### src/rtl/leitor_teclas_if.sv
// leitor_teclas_if: switch-decoder inputs, consumer pop and key-event queue outputs
interface leitor_teclas_if #(
    parameter int FIFO_DEPTH = 4
);
    logic [3:0]                      tecla;
    logic                            ready;
    logic                            pop;
    logic                            key_valid;
    logic [3:0]                      key_out;
    logic [$clog2(FIFO_DEPTH+1)-1:0] count;
    logic                            overflow;
    logic [15:0]                     LEDR;
    modport master (
        output tecla, ready, pop,
        input  key_valid, key_out, count, overflow, LEDR
    );
    modport slave (
        input  tecla, ready, pop,
        output key_valid, key_out, count, overflow, LEDR
    );
endinterface

### src/rtl/leitor_teclas.sv
// leitor_teclas: debounced switch-key reader with one event per press, show-ahead queue and LED echo
module leitor_teclas #(
    parameter int DEBOUNCE_CYCLES = 4,
    parameter int FIFO_DEPTH      = 4
) (
    input logic           clk,
    input logic           reset,
    leitor_teclas_if.slave bus
);
    localparam int AW = $clog2(FIFO_DEPTH);
    localparam int CW = $clog2(FIFO_DEPTH + 1);
    localparam int NW = $clog2(DEBOUNCE_CYCLES + 1);
    typedef enum logic [1:0] {IDLE, CONFIRM, HELD, RELEASE} state_t;
    state_t        state_q;
    logic [3:0]    tecla_q;
    logic          ready_q;
    logic [3:0]    cand_q;
    logic [NW-1:0] cnt_q;
    logic [15:0]   led_q;
    logic [3:0]    mem_q [FIFO_DEPTH];
    logic [AW-1:0] wr_q, wr_d, rd_q, rd_d;
    logic [CW-1:0] count_q, count_d;
    logic          ovf_q, ovf_d;
    logic          last, acc, full, do_pop, do_push;
    // register the raw switch inputs once so the FSM never sees them combinationally
    always_ff @(posedge clk) begin
        if (reset) begin
            ready_q <= 1'b0;
            tecla_q <= '0;
        end else begin
            ready_q <= bus.ready;
            tecla_q <= bus.tecla;
        end
    end
    // accept fires on the edge that completes the stable run of the candidate key
    always_comb begin
        last    = cnt_q == NW'(DEBOUNCE_CYCLES - 1);
        acc     = state_q == CONFIRM && ready_q && tecla_q == cand_q && last;
        full    = count_q == CW'(FIFO_DEPTH);
        do_pop  = bus.pop && count_q != '0;
        do_push = acc && (!full || do_pop);
        wr_d    = do_push ? wr_q + AW'(1) : wr_q;
        rd_d    = do_pop ? rd_q + AW'(1) : rd_q;
        count_d = count_q + CW'(do_push) - CW'(do_pop);
        ovf_d   = ovf_q || (acc && full && !do_pop);
    end
    // press/release debounce FSM; LED echo is updated on every accepted press, even if dropped
    always_ff @(posedge clk) begin
        if (reset) begin
            state_q <= IDLE;
            cand_q  <= '0;
            cnt_q   <= '0;
            led_q   <= '0;
        end else begin
            case (state_q)
                IDLE: if (ready_q) begin
                    state_q <= CONFIRM;
                    cand_q  <= tecla_q;
                    cnt_q   <= NW'(1);
                end
                CONFIRM: if (!ready_q) begin
                    state_q <= IDLE;
                    cnt_q   <= '0;
                end else if (tecla_q != cand_q) begin
                    cand_q <= tecla_q;
                    cnt_q  <= NW'(1);
                end else if (last) begin
                    state_q <= HELD;
                    cnt_q   <= '0;
                    led_q   <= 16'(1) << cand_q;
                end else begin
                    cnt_q <= cnt_q + NW'(1);
                end
                HELD: if (!ready_q) begin
                    state_q <= RELEASE;
                    cnt_q   <= NW'(1);
                end
                RELEASE: if (ready_q) begin
                    state_q <= HELD;
                    cnt_q   <= '0;
                end else if (last) begin
                    state_q <= IDLE;
                    cnt_q   <= '0;
                end else begin
                    cnt_q <= cnt_q + NW'(1);
                end
                default: state_q <= IDLE;
            endcase
        end
    end
    // queue pointers, occupancy and sticky overflow
    always_ff @(posedge clk) begin
        if (reset) begin
            wr_q    <= '0;
            rd_q    <= '0;
            count_q <= '0;
            ovf_q   <= 1'b0;
        end else begin
            wr_q    <= wr_d;
            rd_q    <= rd_d;
            count_q <= count_d;
            ovf_q   <= ovf_d;
        end
    end
    // queue storage needs no reset: key_out is masked while empty
    always_ff @(posedge clk) begin
        if (do_push) mem_q[wr_q] <= cand_q;
    end
    assign bus.key_valid = count_q != '0;
    assign bus.key_out   = count_q != '0 ? mem_q[rd_q] : 4'd0;
    assign bus.count     = count_q;
    assign bus.overflow  = ovf_q;
    assign bus.LEDR      = led_q;
endmodule

### src/flat_wrapper.sv
// flat-port wrapper written by rule: the top's interface ports become plain ports
module leitor_teclas_flat 
#(
    parameter int DEBOUNCE_CYCLES = 4,
    parameter int FIFO_DEPTH      = 4
)
  (clk, reset, bus_tecla, bus_ready, bus_pop, bus_key_valid, bus_key_out, bus_count, bus_overflow, bus_LEDR);
  leitor_teclas_if #(.FIFO_DEPTH(FIFO_DEPTH)) bus_i ();
  input logic clk;
  input logic reset;
  input wire logic [$bits(bus_i.tecla)-1:0] bus_tecla;
  input wire logic [$bits(bus_i.ready)-1:0] bus_ready;
  input wire logic [$bits(bus_i.pop)-1:0] bus_pop;
  output wire logic [$bits(bus_i.key_valid)-1:0] bus_key_valid;
  output wire logic [$bits(bus_i.key_out)-1:0] bus_key_out;
  output wire logic [$bits(bus_i.count)-1:0] bus_count;
  output wire logic [$bits(bus_i.overflow)-1:0] bus_overflow;
  output wire logic [$bits(bus_i.LEDR)-1:0] bus_LEDR;
  assign bus_i.tecla = bus_tecla;
  assign bus_i.ready = bus_ready;
  assign bus_i.pop = bus_pop;
  assign bus_key_valid = bus_i.key_valid;
  assign bus_key_out = bus_i.key_out;
  assign bus_count = bus_i.count;
  assign bus_overflow = bus_i.overflow;
  assign bus_LEDR = bus_i.LEDR;
  leitor_teclas #(.DEBOUNCE_CYCLES(DEBOUNCE_CYCLES), .FIFO_DEPTH(FIFO_DEPTH)) u_core (.clk(clk), .reset(reset), .bus(bus_i));
endmodule
### config.mk
export PLATFORM = sky130hd
export DESIGN_NAME = leitor_teclas_flat
export DESIGN_NICKNAME = d
export VERILOG_FILES = /design/src/rtl/leitor_teclas_if.sv /design/src/rtl/leitor_teclas.sv /design/src/flat_wrapper.sv
export SDC_FILE = /design/constraint.sdc
export NUM_CORES = 1
export LEC_CHECK = 0
export BUFFER_PORTS_ARGS = -buffer_cell sky130_fd_sc_hd__buf_2
export CAP_MARGIN = 15
export CORE_MARGIN = 10
export CORE_UTILIZATION = 60
export DETAILED_ROUTE_END_ITERATION = 12
export PLACE_DENSITY = 0.86
export RECOVER_POWER = 100
export SLEW_MARGIN = 20
export SYNTH_ARGS = -nofsm -noshare
export SYNTH_HDL_FRONTEND = slang
export SYNTH_SLANG_ARGS = --single-unit
### constraint.sdc
create_clock -name clk -period 6.4 [get_ports clk]
set_input_delay 1.28 -clock clk [delete_from_list [all_inputs] [get_ports clk]]
set_output_delay 1.28 -clock clk [all_outputs]
set_load 0.02 [all_outputs]
# After elaboration in Yosys (flattened, before gate mapping)
# Memory sizes are Yosys's and may differ from the RTL's. A register that Yosys moved wholly into a read port is not among the register bits.
# Index checks and enable logic that the tools add are counted.
# totals
regBits	38
mem_bits_rw	16
input_bits	8
n_memories	1
# op_classes
n_addsub	5
eq_ne	14
n_shift	1
n_mux	24
bitwise	1
reduce_logical	18
# memory_table
name	depth	width	read_ports	rd_ports_with_merged_regs	wr	line_no	source
u_core.mem_q	4	4	1	1	1	leitor_teclas.sv:20	logic [3:0] mem_q [FIFO_DEPTH];
# op_table
cell	count
2-bit 2-to-1 mux	9
3-bit 2-to-1 mux	6
4-bit 2-to-1 mux	4
1-bit by 4-bit << shifter with 16-bit output, first input constant	1
3-bit case mux with 4 select lines	1
2-bit case mux with 4 select lines	1
4-bit case mux with 2 select lines	1
4-bit AND reduction	2
1-bit logical AND	7
3-bit != test, second input constant	2
5-bit AND reduction	1
2-bit by 1-bit adder with 2-bit output, second input constant	2
2-bit == test, second input constant	2
4-bit == test	1
2-bit by 1-bit != test with 1-bit output, second input constant	2
2-bit != test, second input constant	2
4-bit != test	1
3-bit by 1-bit adder with 3-bit output	1
3-bit by 1-bit adder with 3-bit output, second input constant	1
3-bit by 2-bit == test with 1-bit output, second input constant	1
3-bit == test, second input constant	1
3-bit by 1-bit != test with 1-bit output, second input constant	1
3-bit nonzero test	1
3-bit by 1-bit subtractor with 3-bit output	1
other kinds (8)	11

# Logic depth before layout (Yosys ltp)
# logic_depth
ltp_word	7
depth_mapped	11

# Worst setup path after synthesis
# No wires, ideal clock.
# synth_timing
kind	in2reg
startpoint	input port bus_pop
endpoint	register u_core.count_q[2] (netlist: u_core.bus.count[2])
setup_ps	128
arrival_ps	2607
required_ps	6272
slack_ps	3665
path_stages	8
n_path_buf	0
cell_sequence	nor4b_1 nor3_2 ha_1 inv_1 fa_1 xor2_1 xnor2_1 nor2_1
# synth_via
elab_chain_len	5
# synth_rtl
item	line_no	source
start: declaration	flat_wrapper.sv:13	input wire logic [$bits(bus_i.pop)-1:0] bus_pop;
1-bit logical AND	leitor_teclas.sv:40	do_pop = bus.pop && count_q != '0;
1-bit logical OR	leitor_teclas.sv:41	do_push = acc && (!full || do_pop);
1-bit logical AND	leitor_teclas.sv:41	
via u_core.do_push	leitor_teclas.sv:24	logic last, acc, full, do_pop, do_push;
3-bit by 1-bit adder with 3-bit output	leitor_teclas.sv:44	count_d = count_q + CW'(do_push) - CW'(do_pop);
3-bit by 1-bit subtractor with 3-bit output	leitor_teclas.sv:44	
end signal: assignment	leitor_teclas.sv:101	count_q <= count_d;
end: declaration	leitor_teclas.sv:22	logic [CW-1:0] count_q, count_d;
# The timed path passes the listed nets, and every way through them passes these cells.
# A chain may end at the register's enable or synchronous reset.

# Worst setup path in the final report
# layout_timing
startpoint	register u_core.cnt_q[1]
endpoint	register u_core.count_q[2] (netlist: u_core.bus.count[2])
# layout_via
elab_chain_len	5
# layout_rtl
item	line_no	source
start: declaration	leitor_teclas.sv:18	logic [NW-1:0] cnt_q;
start signal: assignment	leitor_teclas.sv:72	cnt_q <= cnt_q + NW'(1);
start signal: assignment	leitor_teclas.sv:85	cnt_q <= cnt_q + NW'(1);
3-bit by 2-bit == test with 1-bit output	leitor_teclas.sv:37	last = cnt_q == NW'(DEBOUNCE_CYCLES - 1);
1-bit logical AND	leitor_teclas.sv:38	acc = state_q == CONFIRM && ready_q && tecla_q == cand_q && last;
1-bit logical AND	leitor_teclas.sv:41	
via u_core.do_push	leitor_teclas.sv:24	
3-bit by 1-bit adder with 3-bit output	leitor_teclas.sv:44	
3-bit by 1-bit subtractor with 3-bit output	leitor_teclas.sv:44	
# The timed path passes the listed nets, and every way through them passes these cells.

==> run_results.csv <==
group,metric,value,unit
status,status,"finished with violations",
status,violations,"max-capacitance violations, max-slew violations",
placed_design,gp_congestion,0.793,
clock_network,cts_tree,"built",
cells_and_area,layout.nets,273,
power,p_comb_frac,0.204,
worst_setup_path,cp.required,6.54,ns
logic_synthesis,avgSynthCellArea,10.5,sq um
clock_network,hold_buffers,0,
clock_network,path_clk_slew,0.09,ns
logic_synthesis,syn-num-nets,251,
routing,drcViolationCount,0,
logic_synthesis,synthArstFlopShare,0,
clock_network,cts_root_buf,"clkbuf_8",
logic_synthesis,synth_edf_count,16,
global_routing,grt_first_pass_wirelength,7740,um
clock_network,cts-htree-levels,2,
routing,route.vias.total,1736,
logic_synthesis,postSynthCellCount,235,
placed_design,hpwl,3190,um
clock_network,numCtsBuffers,5,
worst_setup_path,start_kind,"register",
floorplanning,die_w,84.0,um
routing,viasPerCell,5.64,
sta,fin_crit_sh,0.540,
logic_synthesis,synth_top_area_frac,0.326,
floorplanning,dieArea,0.00705,sq mm
cells_and_area,syn2layout_area_growth,8.76,%
sta,finalMaxSlewViolations,42,
floorplanning,pin_count,33,
worst_setup_path,worstPathArrival,3.60,ns
power,p_int,0.567,mW
power,p_per_area,295,mW/mm^2
job,drv_cap,1,
placed_design,dp_cells,300,
power,p_leak,0.897,nW
global_routing,antenna_found_initial,0,
power,switching_share,0.281,
worst_setup_path,worstSetupPathType,"register to register",
clock_network,cts_resized,0,
clock_network,clk_latency,0.31,ns
worst_setup_path,crit_fanout,30,
global_routing,grt_pass1_vias,1673,
routing,drt-initial-drc-count,184,
logic_synthesis,ys_warn_count,0,
logic_synthesis,syn_area,0.00246,sq mm
cells_and_area,drive_gt1_frac,0.0891,
global_routing,grt-ovfl-total,0,
sta,min_period,3.45,ns
floorplanning,die_y,84.0,um
power,pwr-share-seq,0.516,
power,p_switching,0.222,mW
global_routing,grt_max_degree,42,
routing,dr.pass1.iters,4,
floorplanning,rows,23,
logic_synthesis,synth_cell_types,40,
power,clkPwrFrac,0.280,
clock_network,cts_num_sinks,56,
sta,skew,0.00874,ns
power,ir_drop,186,uV
cells_and_area,layout.cells.non_filler,308,
sta,worst_hold_slack,0.465,ns
floorplanning,core,0.00397,sq mm
worst_setup_path,cp-end-kind,"register",
sta,final-hold-violation-count,0,
sta,finalWorstSetupSlack,2.95,ns
sta,fin_tns_setup,0,ns
sta,rsz0062_at_grt,"false",
logic_synthesis,synth_seq_cells,56,
sta,setup_viol,0,
sta,max_freq,290,MHz
worst_hold_path,hp-class,"register to register",
placed_design,dp_slack,3.25,ns
clock_network,cts_buffer_depth,2,
floorplanning,start_util,0.618,
logic_synthesis,seq_area_frac_synth,0.522,
global_routing,grt_usage,0.131,
clock_network,cts_setup_buffers,0,
routing,wl_per_cell,14.5,um
logic_synthesis,synth.area.top_cells,"dfxtp_1, edfxtp_1, a21oi_1",
sta,relSlewSlack,-0.108,
cells_and_area,diodes,0,
routing,wirelength,4470,um
routing,ant_nets,0,
logic_synthesis,yosys.area.top_type,"dfxtp_1",
sta,tightest_slew,1.66,ns
placed_design,io_buffers,32,
logic_synthesis,synth_ff_type,"dfxtp_1",
-- layer usage --
layer	share of wire	global-route usage	vias to the layer above	wire length (um)
li1	-	-	876	-
met1	0.44	0.153	812	1960
met2	0.48	0.217	41	2150
met3	0.064	0.0391	7	288
met4	0.017	0.0548	0	76
met5	0	0	-	0
-- cell usage after synthesis, types with 3 or more instances --
cell type,count
clkbuf_1,11
or4_1,13
and2_1,9
nor2b_1,8
edfxtp_1,16
nand2_1,12
nand3_1,5
nor3_1,4
a21oi_1,21
nand3b_1,4
nor2_1,15
nand2b_1,7
inv_1,6
xnor2_1,4
o21ai_0,19
buf_2,4
a311oi_1,3
mux4_2,4
dfxtp_1,40
ha_1,7
-- registers in the layout, summed over array words and instances, names as in the netlist, 2 cells and up, named ones only --
register and flops:
u_core.cand_q 4, u_core.tecla_q 4, u_core.bus.LEDR 16, u_core.wr_q 2
u_core.rd_q 2, u_core.bus.count 3, u_core.cnt_q 3, u_core.mem_q 16
-- layout by cell type (no fill, tap or decap), types with 6 or more instances in the layout --
cell type  count
a21oi_1       21
buf_2          6
clkbuf_1      27
dfxtp_1       40
edfxtp_1      16
ha_1           7
inv_1          6
nand2_1       12
nand2b_1       7
nor2_1        15
nor2b_1        8
o21ai_0       19
or4_1         13
-- power by group through the flow --
stage / clock, mW / combinational [mW] / sequential, mW
6_report: 0.221 / 0.161 / 0.407
5_1_grt: 0.239 / 0.183 / 0.412
4_1_cts: 0.227 / 0.170 / 0.408
3_5_place_dp: 0 / 0.170 / 0.416
3_3_place_gp: 0 / 0.166 / 0.414
2_1_floorplan: 0 / 0.126 / 0.418
-- worst max-delay path: stages, from the launching register on --
cell and delay (ns):
dfxtp_1 0.36, ha_1 0.19, nor2b_1 0.27, nand3_1 0.62, nor3_1 0.80, ha_1 0.27
inv_1 0.06, fa_1 0.37, xor2_1 0.16, xnor2_1 0.13, nor2_1 0.05
-- path summary, 6_finish.rpt --
check                                     start                  end  slack (ns)  cells after the start
worst max-delay path            u_core.cnt_q[1]  u_core.bus.count[2]        2.95                     10
worst min-delay path            u_core.cnt_q[2]      u_core.cnt_q[2]        0.46                      2
worst max register to register  u_core.cnt_q[1]  u_core.bus.count[2]        2.95                     10
worst min register to register  u_core.cnt_q[2]      u_core.cnt_q[2]        0.46                      2
-- per-stage QoR --
step | instance area, sq um | util | total power [mW]
2_1_floorplan | 2460 | - | 0.543
3_3_place_gp | 2600 | 0.655 | 0.581
3_5_place_dp | 2600 | 0.655 | 0.586
4_1_cts | 2710 | 0.682 | 0.804
5_1_grt | 2670 | 0.673 | 0.834
6_report | 2670 | 0.673 | 0.789
-- cells by family after synthesis --
kind of cell	Yosys count	share of synthesized area
compound gates	47	0.105
xor+xnor	8	0.0346
fa+ha+maj	8	0.0438
buf+inv	23	0.0408
flops	56	0.522
mux	6	0.0453
simple gates	87	0.208
-- final cells by class --
cell class / instances / area [sq um]
flip-flops and latches: 56 / 1280
repair buffers: 32 / 128
clock buffers: 6 / 72.6
inverters: 6 / 22.5
fillers: 328 / 1300
multi-input cells: 156 / 1070
well taps: 50 / 62.6
clock inverters: 2 / 35.0
Power figures use the tool's default switching activity.
